## src/rtl/bus_cycle_sequencer_pkg.sv

```systemverilog
// -----------------------------------------------------------------------------
// bus_seq_pkg
// Shared definitions for the 68000 DTACK/BERR bus-cycle sequencer:
//   - region codes delivered by the address decoder
//   - FSM state encoding (3-bit)
//   - region-to-wait-state lookup
// -----------------------------------------------------------------------------
package bus_seq_pkg;

  // Region codes as produced by the address decoder.
  typedef enum logic [1:0] {
    REGION_NONE = 2'd0,
    REGION_PROM = 2'd1,
    REGION_SRAM = 2'd2,
    REGION_IO   = 2'd3
  } region_e;

  // State encoding, kept as explicit localparams so the codes are stable for
  // debug probes; the enum below reuses them.
  localparam logic [2:0] ST_IDLE      = 3'd0;
  localparam logic [2:0] ST_WAIT      = 3'd1;
  localparam logic [2:0] ST_STEP_HOLD = 3'd2;
  localparam logic [2:0] ST_ACK       = 3'd3;
  localparam logic [2:0] ST_RELEASE   = 3'd4;
  localparam logic [2:0] ST_FAULT     = 3'd5;

  typedef enum logic [2:0] {
    S_IDLE      = ST_IDLE,
    S_WAIT      = ST_WAIT,
    S_STEP_HOLD = ST_STEP_HOLD,
    S_ACK       = ST_ACK,
    S_RELEASE   = ST_RELEASE,
    S_FAULT     = ST_FAULT
  } state_e;

  // Wait cycles for a mapped region. Unmapped returns 0, which is exactly the
  // dummy-acknowledge behaviour when the bus timeout is not built in.
  function automatic int unsigned region_wait(region_e     region,
                                              int unsigned prom_w,
                                              int unsigned sram_w,
                                              int unsigned io_w);
    int unsigned w;
    w = 0;
    case (region)
      REGION_PROM: w = prom_w;
      REGION_SRAM: w = sram_w;
      REGION_IO:   w = io_w;
      default:     w = 0;
    endcase
    return w;
  endfunction

endpackage

```

## src/rtl/bus_cycle_sequencer_if.sv

```systemverilog
// -----------------------------------------------------------------------------
// bus_cycle_sequencer_if
// Bus-side signals of the DTACK/BERR sequencer.
//   slave  : the sequencer (consumes strobes/region/step, drives DTACK/BERR)
//   master : the CPU/decoder side (drives strobes/region/step, observes acks)
// Signals:
//   AS_IN, UDS_IN, LDS_IN, WR_IN  bus strobes (active-high)
//   REGION_IN[1:0]                decoded region (see bus_seq_pkg::region_e)
//   STEPEN_IN, STEP_IN            single-step switch and push-button
//   DTACK, BERR, CYCLE_ACTIVE     registered sequencer outputs
// -----------------------------------------------------------------------------
interface bus_cycle_sequencer_if;
  logic       AS_IN;
  logic       UDS_IN;
  logic       LDS_IN;
  logic       WR_IN;
  logic [1:0] REGION_IN;
  logic       STEPEN_IN;
  logic       STEP_IN;
  logic       DTACK;
  logic       BERR;
  logic       CYCLE_ACTIVE;

  modport slave (
    input  AS_IN, UDS_IN, LDS_IN, WR_IN, REGION_IN, STEPEN_IN, STEP_IN,
    output DTACK, BERR, CYCLE_ACTIVE
  );

  modport master (
    output AS_IN, UDS_IN, LDS_IN, WR_IN, REGION_IN, STEPEN_IN, STEP_IN,
    input  DTACK, BERR, CYCLE_ACTIVE
  );
endinterface

```

## src/rtl/bus_cycle_sequencer_wait_counter.sv

```systemverilog
// -----------------------------------------------------------------------------
// bus_wait_counter
// CNT_W-bit load/decrement counter shared by wait-state and timeout counting.
// Ports:
//   clk, rst   clock and synchronous active-high reset
//   clr        synchronous clear to 0
//   load       load load_val (priority below clr)
//   en         decrement by one (stops at 0)
//   zero       count == 0
// -----------------------------------------------------------------------------
module bus_wait_counter #(
  parameter int unsigned CNT_W = 8
) (
  input  logic             clk,
  input  logic             rst,
  input  logic             clr,
  input  logic             load,
  input  logic [CNT_W-1:0] load_val,
  input  logic             en,
  output logic             zero
);

  logic [CNT_W-1:0] count_q;
  logic [CNT_W-1:0] count_d;

  // NOTE: every signal written in always_comb gets a default first, so no
  // path through the block leaves it unassigned and no latch is inferred.
  always_comb begin
    count_d = count_q;
    if (clr) begin
      count_d = '0;
    end else if (load) begin
      count_d = load_val;
    end else if (en && (count_q != '0)) begin
      count_d = count_q - 1'b1;
    end
  end

  // NOTE: sequential state is updated with non-blocking assignments only, so
  // every flop samples the pre-edge value regardless of block ordering.
  always_ff @(posedge clk) begin
    if (rst) begin
      count_q <= '0;
    end else begin
      count_q <= count_d;
    end
  end

  assign zero = (count_q == '0);

endmodule

```

## src/rtl/bus_cycle_sequencer.sv

```systemverilog
// -----------------------------------------------------------------------------
// bus_cycle_sequencer
// Clocked DTACK/BERR sequencer for a 68000 bus. Inserts per-region wait
// states, supports single-step pausing of bus cycles and, optionally, a
// bus-error timeout for unmapped accesses.
// Optional feature macro: BUS_TIMEOUT_EN
//   defined   : unmapped access waits TIMEOUT cycles, then asserts BERR
//   undefined : unmapped access gets a dummy zero-wait DTACK; BERR tied 0
// Ports:
//   CPUCLK_IN  CPU clock, all state changes on its rising edge
//   RESET_IN   synchronous active-high reset
//   bus        bus_cycle_sequencer_if.slave (strobes, region, step, acks)
// Parameters:
//   PROM_WAIT, SRAM_WAIT, IO_WAIT  wait cycles per region
//   TIMEOUT                        unmapped-access timeout (BUS_TIMEOUT_EN)
//   CNT_W                          counter width, holds max(waits, TIMEOUT)
// -----------------------------------------------------------------------------
module bus_cycle_sequencer
  import bus_seq_pkg::*;
#(
  parameter int unsigned PROM_WAIT = 2,
  parameter int unsigned SRAM_WAIT = 0,
  parameter int unsigned IO_WAIT   = 1,
  parameter int unsigned TIMEOUT   = 64,
  parameter int unsigned CNT_W     = 8
) (
  input  logic                   CPUCLK_IN,
  input  logic                   RESET_IN,
  bus_cycle_sequencer_if.slave   bus
);

  state_e           state_q, state_d;
  logic             dtack_q, dtack_d;
  logic             active_q, active_d;
  logic             dtreq;
  region_e          region_in;
  int unsigned      wait_w;
  logic             cnt_clr, cnt_load, cnt_en, cnt_zero;
  logic [CNT_W-1:0] cnt_val;

`ifdef BUS_TIMEOUT_EN
  region_e          region_q, region_d;
  logic             berr_q, berr_d;
`endif

  assign dtreq     = bus.AS_IN & (bus.UDS_IN | bus.LDS_IN);
  assign region_in = region_e'(bus.REGION_IN);
  assign wait_w    = region_wait(region_in, PROM_WAIT, SRAM_WAIT, IO_WAIT);

  // The counter is loaded with (wait - 1) and WAIT exits when it reads zero,
  // so a wait of W cycles puts DTACK up W edges after the request edge.
  bus_wait_counter #(.CNT_W(CNT_W)) u_wait_counter (
    .clk      (CPUCLK_IN),
    .rst      (RESET_IN),
    .clr      (cnt_clr),
    .load     (cnt_load),
    .load_val (cnt_val),
    .en       (cnt_en),
    .zero     (cnt_zero)
  );

  always_comb begin
    state_d  = state_q;
    cnt_load = 1'b0;
    cnt_val  = '0;
    cnt_en   = 1'b0;
`ifdef BUS_TIMEOUT_EN
    region_d = region_q;
`endif

    case (state_q)
      S_IDLE: begin
        if (dtreq) begin
`ifdef BUS_TIMEOUT_EN
          region_d = region_in;
          if (region_in == REGION_NONE) begin
            cnt_load = 1'b1;
            cnt_val  = CNT_W'(TIMEOUT - 1);
            state_d  = S_WAIT;
          end else
`endif
          if (wait_w == 0) begin
            state_d = bus.STEPEN_IN ? S_STEP_HOLD : S_ACK;
          end else begin
            cnt_load = 1'b1;
            cnt_val  = CNT_W'(wait_w - 1);
            state_d  = S_WAIT;
          end
        end
      end

      S_WAIT: begin
        if (!dtreq) begin
          state_d = S_IDLE;
        end else if (cnt_zero) begin
`ifdef BUS_TIMEOUT_EN
          // Step mode must not hide a bus error, so FAULT is checked first.
          if (region_q == REGION_NONE) state_d = S_FAULT;
          else
`endif
          state_d = bus.STEPEN_IN ? S_STEP_HOLD : S_ACK;
        end else begin
          cnt_en = 1'b1;
        end
      end

      S_STEP_HOLD: begin
        if (!dtreq) begin
          state_d = S_IDLE;
        end else if (bus.STEP_IN || !bus.STEPEN_IN) begin
          state_d = S_ACK;
        end
      end

      S_ACK: begin
        if (!dtreq) begin
          state_d = bus.STEPEN_IN ? S_RELEASE : S_IDLE;
        end
      end

      // Holding here until the button is released gives one cycle per press.
      S_RELEASE: begin
        if (!bus.STEP_IN) begin
          state_d = S_IDLE;
        end
      end

`ifdef BUS_TIMEOUT_EN
      S_FAULT: begin
        if (!bus.AS_IN) begin
          state_d = S_IDLE;
        end
      end
`endif

      default: state_d = S_IDLE;
    endcase
  end

  // Keep the counter at zero whenever the FSM is (or returns to) idle.
  assign cnt_clr = (state_d == S_IDLE);

  // Outputs are decoded from the next state and registered, so DTACK/BERR
  // change on the same edge as the state that defines them.
  assign dtack_d  = (state_d == S_ACK);
  assign active_d = (state_d != S_IDLE);
`ifdef BUS_TIMEOUT_EN
  assign berr_d   = (state_d == S_FAULT);
`endif

  always_ff @(posedge CPUCLK_IN) begin
    if (RESET_IN) begin
      state_q  <= S_IDLE;
      dtack_q  <= 1'b0;
      active_q <= 1'b0;
`ifdef BUS_TIMEOUT_EN
      region_q <= REGION_NONE;
      berr_q   <= 1'b0;
`endif
    end else begin
      state_q  <= state_d;
      dtack_q  <= dtack_d;
      active_q <= active_d;
`ifdef BUS_TIMEOUT_EN
      region_q <= region_d;
      berr_q   <= berr_d;
`endif
    end
  end

  assign bus.DTACK        = dtack_q;
  assign bus.CYCLE_ACTIVE = active_q;
`ifdef BUS_TIMEOUT_EN
  assign bus.BERR         = berr_q;
`else
  assign bus.BERR         = 1'b0;
`endif

endmodule

```

## src/flat_wrapper.sv

```systemverilog
// flat-port wrapper written by rule: the top's interface ports become plain ports
module bus_cycle_sequencer_flat import bus_seq_pkg::*;
#(
  parameter int unsigned PROM_WAIT = 2,
  parameter int unsigned SRAM_WAIT = 0,
  parameter int unsigned IO_WAIT   = 1,
  parameter int unsigned TIMEOUT   = 64,
  parameter int unsigned CNT_W     = 8
)
  (CPUCLK_IN, RESET_IN, bus_AS_IN, bus_UDS_IN, bus_LDS_IN, bus_WR_IN, bus_REGION_IN, bus_STEPEN_IN, bus_STEP_IN, bus_DTACK, bus_BERR, bus_CYCLE_ACTIVE);
  bus_cycle_sequencer_if bus_i ();
  input  logic CPUCLK_IN;
  input  logic RESET_IN;
  input wire logic [$bits(bus_i.AS_IN)-1:0] bus_AS_IN;
  input wire logic [$bits(bus_i.UDS_IN)-1:0] bus_UDS_IN;
  input wire logic [$bits(bus_i.LDS_IN)-1:0] bus_LDS_IN;
  input wire logic [$bits(bus_i.WR_IN)-1:0] bus_WR_IN;
  input wire logic [$bits(bus_i.REGION_IN)-1:0] bus_REGION_IN;
  input wire logic [$bits(bus_i.STEPEN_IN)-1:0] bus_STEPEN_IN;
  input wire logic [$bits(bus_i.STEP_IN)-1:0] bus_STEP_IN;
  output wire logic [$bits(bus_i.DTACK)-1:0] bus_DTACK;
  output wire logic [$bits(bus_i.BERR)-1:0] bus_BERR;
  output wire logic [$bits(bus_i.CYCLE_ACTIVE)-1:0] bus_CYCLE_ACTIVE;
  assign bus_i.AS_IN = bus_AS_IN;
  assign bus_i.UDS_IN = bus_UDS_IN;
  assign bus_i.LDS_IN = bus_LDS_IN;
  assign bus_i.WR_IN = bus_WR_IN;
  assign bus_i.REGION_IN = bus_REGION_IN;
  assign bus_i.STEPEN_IN = bus_STEPEN_IN;
  assign bus_i.STEP_IN = bus_STEP_IN;
  assign bus_DTACK = bus_i.DTACK;
  assign bus_BERR = bus_i.BERR;
  assign bus_CYCLE_ACTIVE = bus_i.CYCLE_ACTIVE;
  bus_cycle_sequencer #(.PROM_WAIT(PROM_WAIT), .SRAM_WAIT(SRAM_WAIT), .IO_WAIT(IO_WAIT), .TIMEOUT(TIMEOUT), .CNT_W(CNT_W)) u_core (.CPUCLK_IN(CPUCLK_IN), .RESET_IN(RESET_IN), .bus(bus_i));
endmodule
```

## config.mk

```make
export PLATFORM = sky130hd
export DESIGN_NAME = bus_cycle_sequencer_flat
export DESIGN_NICKNAME = d
export VERILOG_FILES = /design/src/rtl/bus_cycle_sequencer_pkg.sv /design/src/rtl/bus_cycle_sequencer_if.sv /design/src/rtl/bus_cycle_sequencer_wait_counter.sv /design/src/rtl/bus_cycle_sequencer.sv /design/src/flat_wrapper.sv
export SDC_FILE = /design/constraint.sdc
export NUM_CORES = 1
export LEC_CHECK = 0
export BUFFER_PORTS_ARGS = -buffer_cell sky130_fd_sc_hd__buf_4
export CELL_PAD_IN_SITES_DETAIL_PLACEMENT = 0
export CELL_PAD_IN_SITES_GLOBAL_PLACEMENT = 1
export CORE_ASPECT_RATIO = 0.6
export CORE_MARGIN = 1.5
export CORE_UTILIZATION = 36
export CTS_CLUSTER_DIAMETER = 200
export CTS_CLUSTER_SIZE = 25
export DETAILED_ROUTE_END_ITERATION = 6
export GPL_TIMING_DRIVEN = 0
export PLACE_DENSITY = 0.74
export REMOVE_ABC_BUFFERS = 1
export SYNTH_ARGS = -nofsm -noshare
export SYNTH_HDL_FRONTEND = slang
export SYNTH_SLANG_ARGS = --single-unit
```

## constraint.sdc

```tcl
create_clock -name CPUCLK_IN -period 1.6 [get_ports CPUCLK_IN]
set_clock_uncertainty 0.2 [all_clocks]
set_input_delay 0.16 -clock CPUCLK_IN [delete_from_list [all_inputs] [get_ports CPUCLK_IN]]
set_output_delay 0.16 -clock CPUCLK_IN [all_outputs]
set_load 0.005 [all_outputs]
```

## Word-level counts from Yosys, hierarchy flattened

Cells that the tools add are included.

- Register bits after elaboration: 13
- Output and inout bits: 3
- Logic and storage cells: 49

- Add/sub/neg operators: 2
- Equality and inequality tests: 7
- Mux-type cells: 23
- Bitwise operators: 2
- Reduce and logical (&&, ||, !) cells: 11

Operators with widths:

| kind | count |
|---|---|
| $mux W8 | 5 |
| $logic_not A32 Y1 | 1 |
| $mux W3 | 9 |
| $pmux W3 S5 | 1 |
| $eq A3 B2 Y1 const B | 3 |
| $logic_not A8 Y1 | 1 |
| $reduce_bool A8 Y1 | 1 |
| $sub A8 B1 Y8 const B | 1 |
| $mux W1 | 7 |
| $logic_not A3 Y1 | 2 |
| $pmux W2 S2 | 1 |
| $eq A3 B1 Y1 const B | 1 |
| $eq A3 B3 Y1 const B | 1 |
| $reduce_bool A3 Y1 | 1 |
| $sub A2 B1 Y3 const B | 1 |
| $eq A2 B1 Y1 const B | 1 |
| $eq A2 B2 Y1 const B | 1 |
| $reduce_bool A2 Y1 | 1 |
| $reduce_or A2 Y1 | 1 |
| $and A1 B1 Y1 | 1 |
| $logic_and A1 B1 Y1 | 1 |
| $logic_not A1 Y1 | 1 |
| $logic_or A1 B1 Y1 | 1 |
| $or A1 B1 Y1 | 1 |

## Depth between registers and ports, before layout

Gate-level depths: netlist (run 1).

- Word-level depth: 8
- Mapped depth: 6
- Depth with buffers taken out: 6

## By module

A second synthesis (run 1) with hierarchy kept.

- Cells, all modules: 87
- Area total of the unflattened synthesis: 759.5 µm²

By module, submodules not included:

| module | instances | cells an instance | area an instance (µm²) | seq. area each (µm²) |
|---|---|---|---|---|
| bus_wait_counter | 1 | 57 | 476.7 | 160.2 |
| bus_cycle_sequencer | 1 | 30 | 282.8 | 100.1 |

## Worst setup path before layout (run 1)

Ideal clock, no wire load.

- Kind: flip-flop to flip-flop
- Start: reg u_core.u_wait_counter.count_q[0]
- End: reg u_core.u_wait_counter.count_q[0]
- Library setup time: 116 ps
- Arrival: 1439 ps
- Data required time: 1284 ps
- Path slack: -155 ps
- Stages on the path, launching flop included: 7
- Clock period less this slack: 1755 ps
- Path through: dfxtp_1 inv_1 ha_1 nor4b_4 a2111oi_4 xnor2_1 o211a_1

- Cells in the longest elaborated chain, start to end: 6

RTL lines:

| what | RTL line | RTL |
|---|---|---|
| from (decl) | bus_cycle_sequencer_wait_counter.sv:23 | `logic [CNT_W-1:0] count_q;` |
| from (signal assigned) | bus_cycle_sequencer_wait_counter.sv:45 | `count_q <= count_d;` |
| $logic_not A8 Y1 | bus_cycle_sequencer_wait_counter.sv:49 | `assign zero = (count_q == '0);` |
| $mux W3 or $mux W1 (tied branches) | bus_cycle_sequencer.sv:95 | `end else if (cnt_zero) begin` |
| $mux W3 or $mux W1 (tied branches) | bus_cycle_sequencer.sv:93 | `if (!dtreq) begin` |
| $pmux W3 S5 or $mux W1 (tied branches) | bus_cycle_sequencer.sv:71 | `case (state_q)` |
| $logic_not A3 Y1 or $logic_and A1 B1 Y1 (tied branches) | bus_cycle_sequencer.sv:141, bus_cycle_sequencer_wait_counter.sv:34 |  |
| $reduce_or A2 Y1 (no line) or $reduce_bool A2 Y1 (tied branches) | - |  |

Parallel ways exist; a longest one is shown, timed or not. The select of a mux whose other input is x is not followed.
A chain may end at the register's enable or synchronous reset.

## Worst setup path after layout (run 1)

- Start: reg u_core.u_wait_counter.count_q[1]
- End: reg u_core.u_wait_counter.count_q[0]

The elaborated chain is that of the path after synthesis.

==> results.yml, run 1 <==
status:
  status: "finished with violations"
  failed_checks: "negative setup slack"
worst_setup_path:
  crit_required_ns: 1.58
  crit_end: "u_core.u_wait_counter.count_q[0]$_SDFFE_PP0P_"
  cp.depth: 6
  worstSetupEndpointType: "flip-flop"
  cp_num_buf_inv: 1
  worstSetupPathType: "reg -> reg"
  r2r_end: "u_core.u_wait_counter.count_q[0]$_SDFFE_PP0P_"
  slowest_stage: "a2111oi_4"
  crit_chain: "inv_2, ha_4, nor4b_4, a2111oi_4, xnor2_1, o211a_1"
  ff2ff_setup_slack_ns: -0.13
  reg2reg_depth: 6
  critPathLaunchType: "flip-flop"
  critPathMaxStageDelay_ns: 0.40
  cp_top_family: "compound AO/OA/AOI/OAI gates"
  rr_startpoint: "u_core.u_wait_counter.count_q[1]$_SDFFE_PP0P_"
  startpoint: "u_core.u_wait_counter.count_q[1]$_SDFFE_PP0P_"
  cp_max_fo: 4
  worstPathArrival_ns: 1.71
detailed_routing:
  vias: 732
  drt.antenna.violating_nets: 0
  vias_per_cell: 5.12
  dr.pass1.iters: 4
  wirelength_um: 1940
  routedWlPerCell_um: 13.6
  drcViolationCount: 0
  drt_iter0_markers: 33
floorplanning:
  fp.dieW_um: 63.0
  io_pins: 13
  coreArea_um2: 1940
  die_area_um2: 2460
  die_h_um: 39.0
  start_util: 0.402
  rows: 12
power:
  irDropWorstVdd_mv: 0.294
  power_density_nw_per_um2: 589
  p_leak_nw: 0.469
global_routing:
  grt-ovfl-total: 0
  grt_max_degree: 11
  grt_pass1_wl_um: 3200
  antenna_found_initial: 0
  grt_use_total: 0.181
  grt_pass1_vias: 674
cells_and_area:
  antennaDiodeCount: 0
  final_cell_mix: "buf_4, nor2_1, dfxtp_1"
  fin_cells: 143
  fin_nets: 127
  syn_to_final_growth_pct: 42.9
  final_common_cell: "buf_4"
  drive_gt1_frac: 0.443
  fill_cells: 171
timing:
  setup_slack_ns: -0.127
  hold_violations: 0
  slew_violations: 0
  final.min_clock_period_ns: 1.73
  fmax_mhz: 579
  rsz0062_at_grt: "yes"
  fin_crit_sh: 1.08
  max-slew-margin-rel: 0.586
  worstMarginPinSlew_ns: 0.617
  final-setup-viol-count: 6
  tns_ns: -0.425
clock_network:
  clock_latency_ns: 0.28
  cts_tree: "built"
  cts.path.max_buffers: 2
  cts.clk_slew.worst_paths_ns: 0.08
  cts-buffers-inserted: 3
  htreeDepth: 1
  clkSinkCount: 13
  cts_root_buffer: "clkbuf_4"
worst_hold_path:
  hold_depth: 4
  hold_class: "in -> reg"
synthesis:
  synth-edff-count: 0
  synthCells: 85
  ys_seq_area_frac: 0.334
  syn_area_um2: 778
  avgSynthCellArea_um2: 9.16
  synthFlopType: "dfxtp_1"
  yosysWarnings: 0
  synth-seq-cells: 13
  synth-async-reset-ratio: 0
  synth.distinct_cells: 41
place:
  gp_congestion: 0.788
  io_buffers: 10
  dpl.cell_count: 121
  dp_hpwl_um: 1200
run:
  drv_cap: 0
## final cells by class
cell class	instances	area, um^2	area share
clock buffer	4	26.3	0.0236
inverter	4	15.0	0.0135
multi-input combinational	66	547	0.492
sequential	13	274	0.246
tap	28	35.0	0.0315
timing repair buffer	28	215	0.193
## worst register-to-register path, cell delays in order, from the launching register on
cell and delay, ns:
dfxtp_2 0.34, inv_2 0.05, ha_4 0.16, nor4b_4 0.15, a2111oi_4 0.40, xnor2_1 0.12, o211a_1 0.21
## where the power goes
part	switching (mW)	leakage, nW	internal [mW]	total (mW)
logic	0.0532	0.346	0.0611	0.114
clock network	0.113	0.0150	0.0968	0.210
registers	0.00587	0.108	0.326	0.331
## Yosys cell counts, types with 2 or more instances
cell type / n / area, um^2
dfxtp_1: 13 / 260
nor2_1: 11 / 41.3
mux2i_1: 5 / 50.1
a21oi_1: 4 / 20.0
inv_1: 4 / 15.0
nand2_1: 3 / 11.3
nand4_1: 3 / 18.8
nor4_1: 3 / 18.8
and3_1: 2 / 12.5
buf_4: 2 / 15.0
nand3_1: 2 / 10.0
nand4b_1: 2 / 17.5
nor2b_1: 2 / 12.5
o21ai_0: 2 / 10.0
## metrics by stage
| step | utilization | setup WS, ns | area (um^2) | total power [mW] | hold WS [ns] |
|---|---|---|---|---|---|
| 2_1_floorplan | - | -0.155 | 763 | 0.392 | 0.0387 |
| 3_3_place_gp | 0.451 | -0.285 | 873 | 0.424 | 0.156 |
| 3_5_place_dp | 0.451 | -0.319 | 873 | 0.424 | 0.154 |
| 4_1_cts | 0.533 | -0.126 | 1030 | 0.656 | 0.0194 |
| 5_1_grt | 0.574 | -0.199 | 1110 | 0.698 | 0.0429 |
| 6_report | 0.574 | -0.127 | 1110 | 0.656 | 0.0305 |
## cell families after synthesis
family | synth area share
simple gates | 0.376
compound gates | 0.154
flops | 0.334
buf+inv | 0.0386
mux | 0.0643
fa+ha+maj | 0.0161
other cells | 0.00482
xor+xnor | 0.0113
## worst min path at each step
stage,start,endpoint,slack (ns)
after floorplan,RESET_IN,u_core.state_q[1]$_SDFF_PP0_,0.04
after global placement,RESET_IN,u_core.state_q[1]$_SDFF_PP0_,0.16
after detailed placement,RESET_IN,u_core.state_q[1]$_SDFF_PP0_,0.15
after CTS,bus_STEP_IN,u_core.state_q[2]$_SDFF_PP0_,0.02
after global routing,bus_STEPEN_IN,u_core.state_q[0]$_SDFF_PP0_,0.04
final,bus_STEP_IN,u_core.state_q[2]$_SDFF_PP0_,0.03
## repair_timing
| action | CTS | global route |
|---|---|---|
| setup buffers | 9 | 7 |
| setup endpoints to repair | 11 | 11 |
| resized for setup | 14 | 7 |
| hold buffers | 2 | 0 |
| hold endpoints to repair | 3 | 0 |
| pin swaps | 7 | 9 |
## registers in the layout, indices dropped and copies added, names as in the netlist
| name | count |
|---|---|
| u_core.bus.CYCLE_ACTIVE | 1 |
| u_core.bus.DTACK | 1 |
| u_core.state_q | 3 |
| u_core.u_wait_counter.count_q | 8 |
## metal layers
| layer | vias up | track usage | routed length (um) |
|---|---|---|---|
| met2 | 17 | 0.290 | 829 |
| met4 | 0 | 0.0500 | 11 |
| met1 | 337 | 0.228 | 1030 |
| met3 | 2 | 0.0700 | 77 |
| met5 | - | 0 | 0 |
| li1 | 376 | - | - |
Note: power is estimated with default switching activity, not from simulation.
==> run 2, diff against run 1 <==
==> constraint.sdc (replaced) <==
create_clock -name CPUCLK_IN -period 1.6 [get_ports CPUCLK_IN]
set_clock_uncertainty 0.2 [all_clocks]
set_input_delay 0.32 -clock CPUCLK_IN [delete_from_list [all_inputs] [get_ports CPUCLK_IN]]
set_output_delay 0.32 -clock CPUCLK_IN [all_outputs]
set_load 0.005 [all_outputs]
==> run 2 against run 1 <==
The flow still finishes with violations (negative setup slack). Power fell by 0.59%. Flip-flop and latch count did not move. Via count fell by 0.82%. Routed wire length fell by 0.77%. Hold slack got worse by 0.0065 ns. Register-to-register slack barely moved. Die area did not move. Critical path type unchanged.
==> results.yml, run 2 (synthesized netlist as in run 1, its figures left out) <==
detailed_routing:
  drcViolationCount: 0
  drt_iter0_markers: 31
  routedWlPerCell_um: 13.7
  drt.antenna.violating_nets: 0
  wirelength_um: 1930
  vias_per_cell: 5.15
  dr.pass1.iters: 4
  vias: 726
worst_setup_path:
  rr_startpoint: "u_core.u_wait_counter.count_q[1]$_SDFFE_PP0P_"
  critPathMaxStageDelay_ns: 0.40
  ff2ff_setup_slack_ns: -0.13
  cp_max_fo: 4
  worstPathArrival_ns: 1.71
  cp_num_buf_inv: 1
  crit_chain: "inv_2, ha_4, nor4b_4, a2111oi_4, xnor2_1, o211a_1"
  cp.depth: 6
  reg2reg_depth: 6
  critPathLaunchType: "flip-flop"
  crit_required_ns: 1.58
  worstSetupEndpointType: "flip-flop"
  cp_top_family: "compound AO/OA/AOI/OAI gates"
  slowest_stage: "a2111oi_4"
  worstSetupPathType: "reg -> reg"
  r2r_end: "u_core.u_wait_counter.count_q[0]$_SDFFE_PP0P_"
worst_hold_path:
  hold_start: "RESET_IN"
  hold_class: "in -> reg"
  hold_depth: 2
  hold_end: "u_core.state_q[1]$_SDFF_PP0_"
run:
  drv_cap: 0
power:
  power_density_nw_per_um2: 597
  p_leak_nw: 0.461
  swShare: 0.263
  clkPwrFrac: 0.322
  switching_power_uw: 171
  pwr-share-comb: 0.170
  irDropWorstVdd_mv: 0.293
  seqPwrFrac: 0.509
  p_total_uw: 652
  intPower_uw: 480
clock_network:
  cts_root_buffer: "clkbuf_4"
  clkSinkCount: 13
  cts-buffers-inserted: 3
  cts.path.max_buffers: 2
  cts.clk_slew.worst_paths_ns: 0.08
  clock_latency_ns: 0.28
  cts_tree: "built"
  htreeDepth: 1
cells_and_area:
  final_cell_mix: "buf_4, nor2_1, dfxtp_1"
  reg_top3: "u_core.u_wait_counter.count_q (8), u_core.state_q (3)"
  fin_nets: 125
  fill_cells: 176
  drive_gt1_frac: 0.451
  largest_register_ffs: 8
  utilization: 0.564
  syn_to_final_growth_pct: 40.4
  top_register: "u_core.u_wait_counter.count_q"
  antennaDiodeCount: 0
  final_common_cell: "buf_4"
place:
  io_buffers: 10
  dp_hpwl_um: 1200
  dp_slack_ns: -0.319
  gp_congestion: 0.788
global_routing:
  antenna_found_initial: 0
  grt_use_total: 0.179
  grt-ovfl-total: 0
  grt_pass1_vias: 659
  grt_max_degree: 11
  grt_pass1_wl_um: 3160
timing:
  final-setup-viol-count: 6
  setup_slack_ns: -0.127
  fmax_mhz: 579
  rsz0062_at_grt: "yes"
  max-slew-margin-rel: 0.586
  hold_violations: 0
  holdWs_ns: 0.0240
  slew_violations: 0
  worstMarginPinSlew_ns: 0.617
  tns_ns: -0.425
  fin_crit_sh: 1.08
  final.min_clock_period_ns: 1.73
floorplanning:
  die_h_um: 39.0
  die_area_um2: 2460
  start_util: 0.402
  coreArea_um2: 1940
  fp.dieW_um: 63.0
  rows: 12
  io_pins: 13
status:
  failed_checks: "negative setup slack"
  status: "finished with violations"
==> run 2: routing by layer <==
layer | wire (um) | global-route usage | vias up
li1 | - | - | 372
met1 | 1020 | 0.226 | 335
met2 | 825 | 0.285 | 17
met3 | 77 | 0.0700 | 2
met4 | 11 | 0.0500 | 0
met5 | 0 | 0 | -
==> run 2: cell type report <==
cell class / instances / area (um^2) / area share
clock buffers: 4 / 26.3 / 0.0241
inverters: 4 / 15.0 / 0.0137
multi-input cells: 66 / 547 / 0.501
flip-flops and latches: 13 / 274 / 0.251
well taps: 28 / 35.0 / 0.0321
repair buffers: 26 / 195 / 0.179
==> run 2: worst max path at each step <==
stage,to,from,slack [ns]
2_1_floorplan,u_core.u_wait_counter.count_q[0]$_SDFFE_PP0P_,u_core.u_wait_counter.count_q[0]$_SDFFE_PP0P_,-0.16
4_1_cts,u_core.u_wait_counter.count_q[0]$_SDFFE_PP0P_,u_core.u_wait_counter.count_q[0]$_SDFFE_PP0P_,-0.13
5_1_grt,u_core.u_wait_counter.count_q[0]$_SDFFE_PP0P_,u_core.u_wait_counter.count_q[0]$_SDFFE_PP0P_,-0.20
3_5_place_dp,u_core.u_wait_counter.count_q[0]$_SDFFE_PP0P_,u_core.u_wait_counter.count_q[0]$_SDFFE_PP0P_,-0.32
6_report,u_core.u_wait_counter.count_q[0]$_SDFFE_PP0P_,u_core.u_wait_counter.count_q[1]$_SDFFE_PP0P_,-0.13
3_3_place_gp,u_core.u_wait_counter.count_q[0]$_SDFFE_PP0P_,u_core.u_wait_counter.count_q[0]$_SDFFE_PP0P_,-0.28
==> run 2: metrics by stage <==
stage | instances | area [um^2]
finish | 141 | 1090
floorplan | 83 | 763
detailed placement | 121 | 873
global placement | 121 | 873
CTS | 134 | 1010
global route | 141 | 1090
==> run 2: power groups by stage <==
stage	Sequential (mW)	Combinational, mW	Clock (mW)
floorplan	0.342	0.0496	0
global placement	0.343	0.0807	0
detailed placement	0.343	0.0812	0
CTS	0.334	0.102	0.217
global route	0.332	0.121	0.241
finish	0.331	0.110	0.210
==> run 2: repair_timing <==
item                       in CTS  in global routing
setup buffers                   9                  7
setup endpoints to repair      11                 11
hold buffers                    0                  0
gates resized for setup        14                  7
pin swaps                       7                  9
==> run 3, diff against run 2 <==
--- a/config.mk
+++ b/config.mk
@@ -8,7 +8,6 @@
 export BUFFER_PORTS_ARGS = -buffer_cell sky130_fd_sc_hd__buf_4
 export CELL_PAD_IN_SITES_DETAIL_PLACEMENT = 0
 export CELL_PAD_IN_SITES_GLOBAL_PLACEMENT = 1
-export CORE_ASPECT_RATIO = 0.6
 export CORE_MARGIN = 1.5
 export CORE_UTILIZATION = 36
 export CTS_CLUSTER_DIAMETER = 200
@@ -19,4 +18,5 @@
 export REMOVE_ABC_BUFFERS = 1
 export SYNTH_ARGS = -nofsm -noshare
 export SYNTH_HDL_FRONTEND = slang
+export SYNTH_HIERARCHICAL = 1
 export SYNTH_SLANG_ARGS = --single-unit
==> run 3 against run 2 <==
The run still ends with negative setup slack left. Largest power group unchanged. Fmax shrank 29%. First-iteration DRC count shrank 87%. Hold slack gained 0.034 ns. Non-clock buffer count shrank 1. Synthesized cell count grew 2.4%. Worst setup slack lost 0.71 ns. Largest cell class unchanged.
==> results.yml, run 3 <==
global_routing:
  grt_util_met2: 0.304
  antenna_found_initial: 0
  top_usage_layer: "met2"
  grt_pass1_vias: 695
  grt_use_total: 0.177
  grtUsageMet1: 0.214
  met3_usage: 0.0460
  grt_pass1_wl_um: 3230
  grt-ovfl-total: 0
  grt_max_degree: 14
timing:
  rsz0062_at_grt: "yes"
  hold_violations: 0
  final-setup-viol-count: 11
  fin_crit_sh: 1.52
  setup_slack_ns: -0.834
  worstMarginPinSlew_ns: 0.666
  fmax_mhz: 411
  max-slew-margin-rel: 0.552
  tns_ns: -5.75
  slew_violations: 0
  final.min_clock_period_ns: 2.43
cells_and_area:
  antennaDiodeCount: 0
  utilization: 0.589
  final_cell_mix: "buf_4, dfxtp_1, o21ai_0, conb_1, nor2_1"
  top_register: "u_core/u_wait_counter/count_q"
  syn_to_final_growth_pct: 53.7
  fin_nets: 134
  reg_top3: "u_core/u_wait_counter/count_q (8), u_core/state_q (3)"
  final_common_cell: "buf_4"
  largest_register_ffs: 8
  drive_gt1_frac: 0.488
  fin_cells: 148
synthesis:
  synth.top_cell.area_share: 0.343
  synth-async-reset-ratio: 0
  synthCells: 87
  yosysWarnings: 6
  synth_area_leaders: "dfxtp_1, o21ai_0, a21oi_1"
  synthFlopType: "dfxtp_1"
  synth-edff-count: 0
  synth-seq-cells: 13
  syn_area_um2: 759
  yosys-top-cells-count: "dfxtp_1, o21ai_0, a21oi_1, inv_1, nor2_1"
  ys_seq_area_frac: 0.343
  synth.most_common_cell: "dfxtp_1"
  avgSynthCellArea_um2: 8.73
  synth.distinct_cells: 38
  yosysTopAreaCell: "dfxtp_1"
place:
  dp_hpwl_um: 1110
  gp_congestion: 0.716
  io_buffers: 10
  dpl.cell_count: 129
floorplanning:
  io_pins: 13
  die_h_um: 48.9
  start_util: 0.383
  coreArea_um2: 1980
  die_area_um2: 2390
  rows: 16
  fp.dieW_um: 48.9
clock_network:
  clkSinkCount: 13
  cts.clk_slew.worst_paths_ns: 0.08
  cts.path.max_buffers: 2
  clock_latency_ns: 0.28
  htreeDepth: 1
  cts-buffers-inserted: 3
  cts_root_buffer: "clkbuf_4"
  cts_hold_buf: 0
  cts_tree: "built"
power:
  power_density_nw_per_um2: 611
  p_leak_nw: 0.438
  irDropWorstVdd_mv: 0.361
detailed_routing:
  drcViolationCount: 0
  drt.antenna.violating_nets: 0
  drt_iter0_markers: 4
  vias: 749
  wirelength_um: 1990
  vias_per_cell: 5.06
  dr.pass1.iters: 4
  routedWlPerCell_um: 13.5
worst_setup_path:
  reg2reg_depth: 9
  worstSetupEndpointType: "flip-flop"
  worstPathArrival_ns: 2.45
  cp_max_fo: 4
  critPathLaunchType: "flip-flop"
  worstSetupPathType: "reg -> reg"
  crit_required_ns: 1.62
status:
  failed_checks: "negative setup slack"
  status: "finished with violations"
worst_hold_path:
  hold_depth: 2
  hold_class: "in -> reg"
run:
  drv_cap: 0
## run 3: path summary, 6_finish.rpt
path                                                                     from                                            end  slack, ns
worst max-delay path            u_core/u_wait_counter/count_q[0]$_SDFFE_PP0P_  u_core/u_wait_counter/count_q[5]$_SDFFE_PP0P_      -0.83
worst min-delay path                                                 RESET_IN                   u_core/state_q[0]$_SDFF_PP0_       0.06
worst max register to register  u_core/u_wait_counter/count_q[0]$_SDFFE_PP0P_  u_core/u_wait_counter/count_q[5]$_SDFFE_PP0P_      -0.83
worst min register to register  u_core/u_wait_counter/count_q[4]$_SDFFE_PP0P_  u_core/u_wait_counter/count_q[4]$_SDFFE_PP0P_       0.35
## run 3: metrics by stage
step / total power [mW] / setup WS [ns] / area, um^2 / hold WS, ns
finish: 0.713 / -0.834 / 1170 / 0.0584
CTS: 0.704 / -0.842 / 1100 / 0.0482
floorplan: 0.416 / -0.951 / 774 / 0.190
global route: 0.756 / -0.921 / 1170 / 0.0471
global placement: 0.452 / -1.26 / 883 / 0.293
detailed placement: 0.453 / -1.23 / 883 / 0.296
## run 3: worst max-delay path, cell delays in order, from the launching register on
cell      delay (ns)
dfxtp_2         0.35
inv_2           0.05
ha_4            0.16
nor4b_4         0.13
and2_4          0.17
nand2b_4        0.14
nor3_4          0.15
or3b_4          0.44
or4_4           0.42
a31oi_1         0.16
## run 3: repair_timing
| action | in CTS | in global routing |
|---|---|---|
| pin swaps | 11 | 7 |
| gates resized for setup | 25 | 6 |
| endpoints found under the setup margin | 11 | 11 |
| buffers inserted | 10 | 7 |
## run 3: report_power, final
group	switching, mW	internal [mW]
logic	0.0726	0.0803
registers	0.0151	0.334
clock network	0.114	0.0969
## run 3: kinds of logic after synthesis
family                   Yosys count  synth area share
XOR/XNOR                           2            0.0231
other                              1           0.00494
AO/OA/AOI/OAI                     26             0.217
flip-flops                        13             0.343
multiplexers                       3            0.0461
buffers and inverters              8            0.0445
AND/OR/NAND/NOR                   32             0.288
adder cells (fa/ha/maj)            2            0.0329
## run 3: layout make-up
class | instances | area (um^2)
fill | 181 | 815
multi-input combinational | 73 | 627
sequential | 13 | 263
timing repair buffer | 25 | 195
tap | 27 | 33.8
clock buffer | 4 | 26.3
inverter | 6 | 22.5
## run 3: routing by layer
layer | up-vias | part of all wire
met5 | - | 0
met4 | 0 | 0.016
met3 | 6 | 0.034
met2 | 12 | 0.51
met1 | 344 | 0.44
li1 | 387 | -
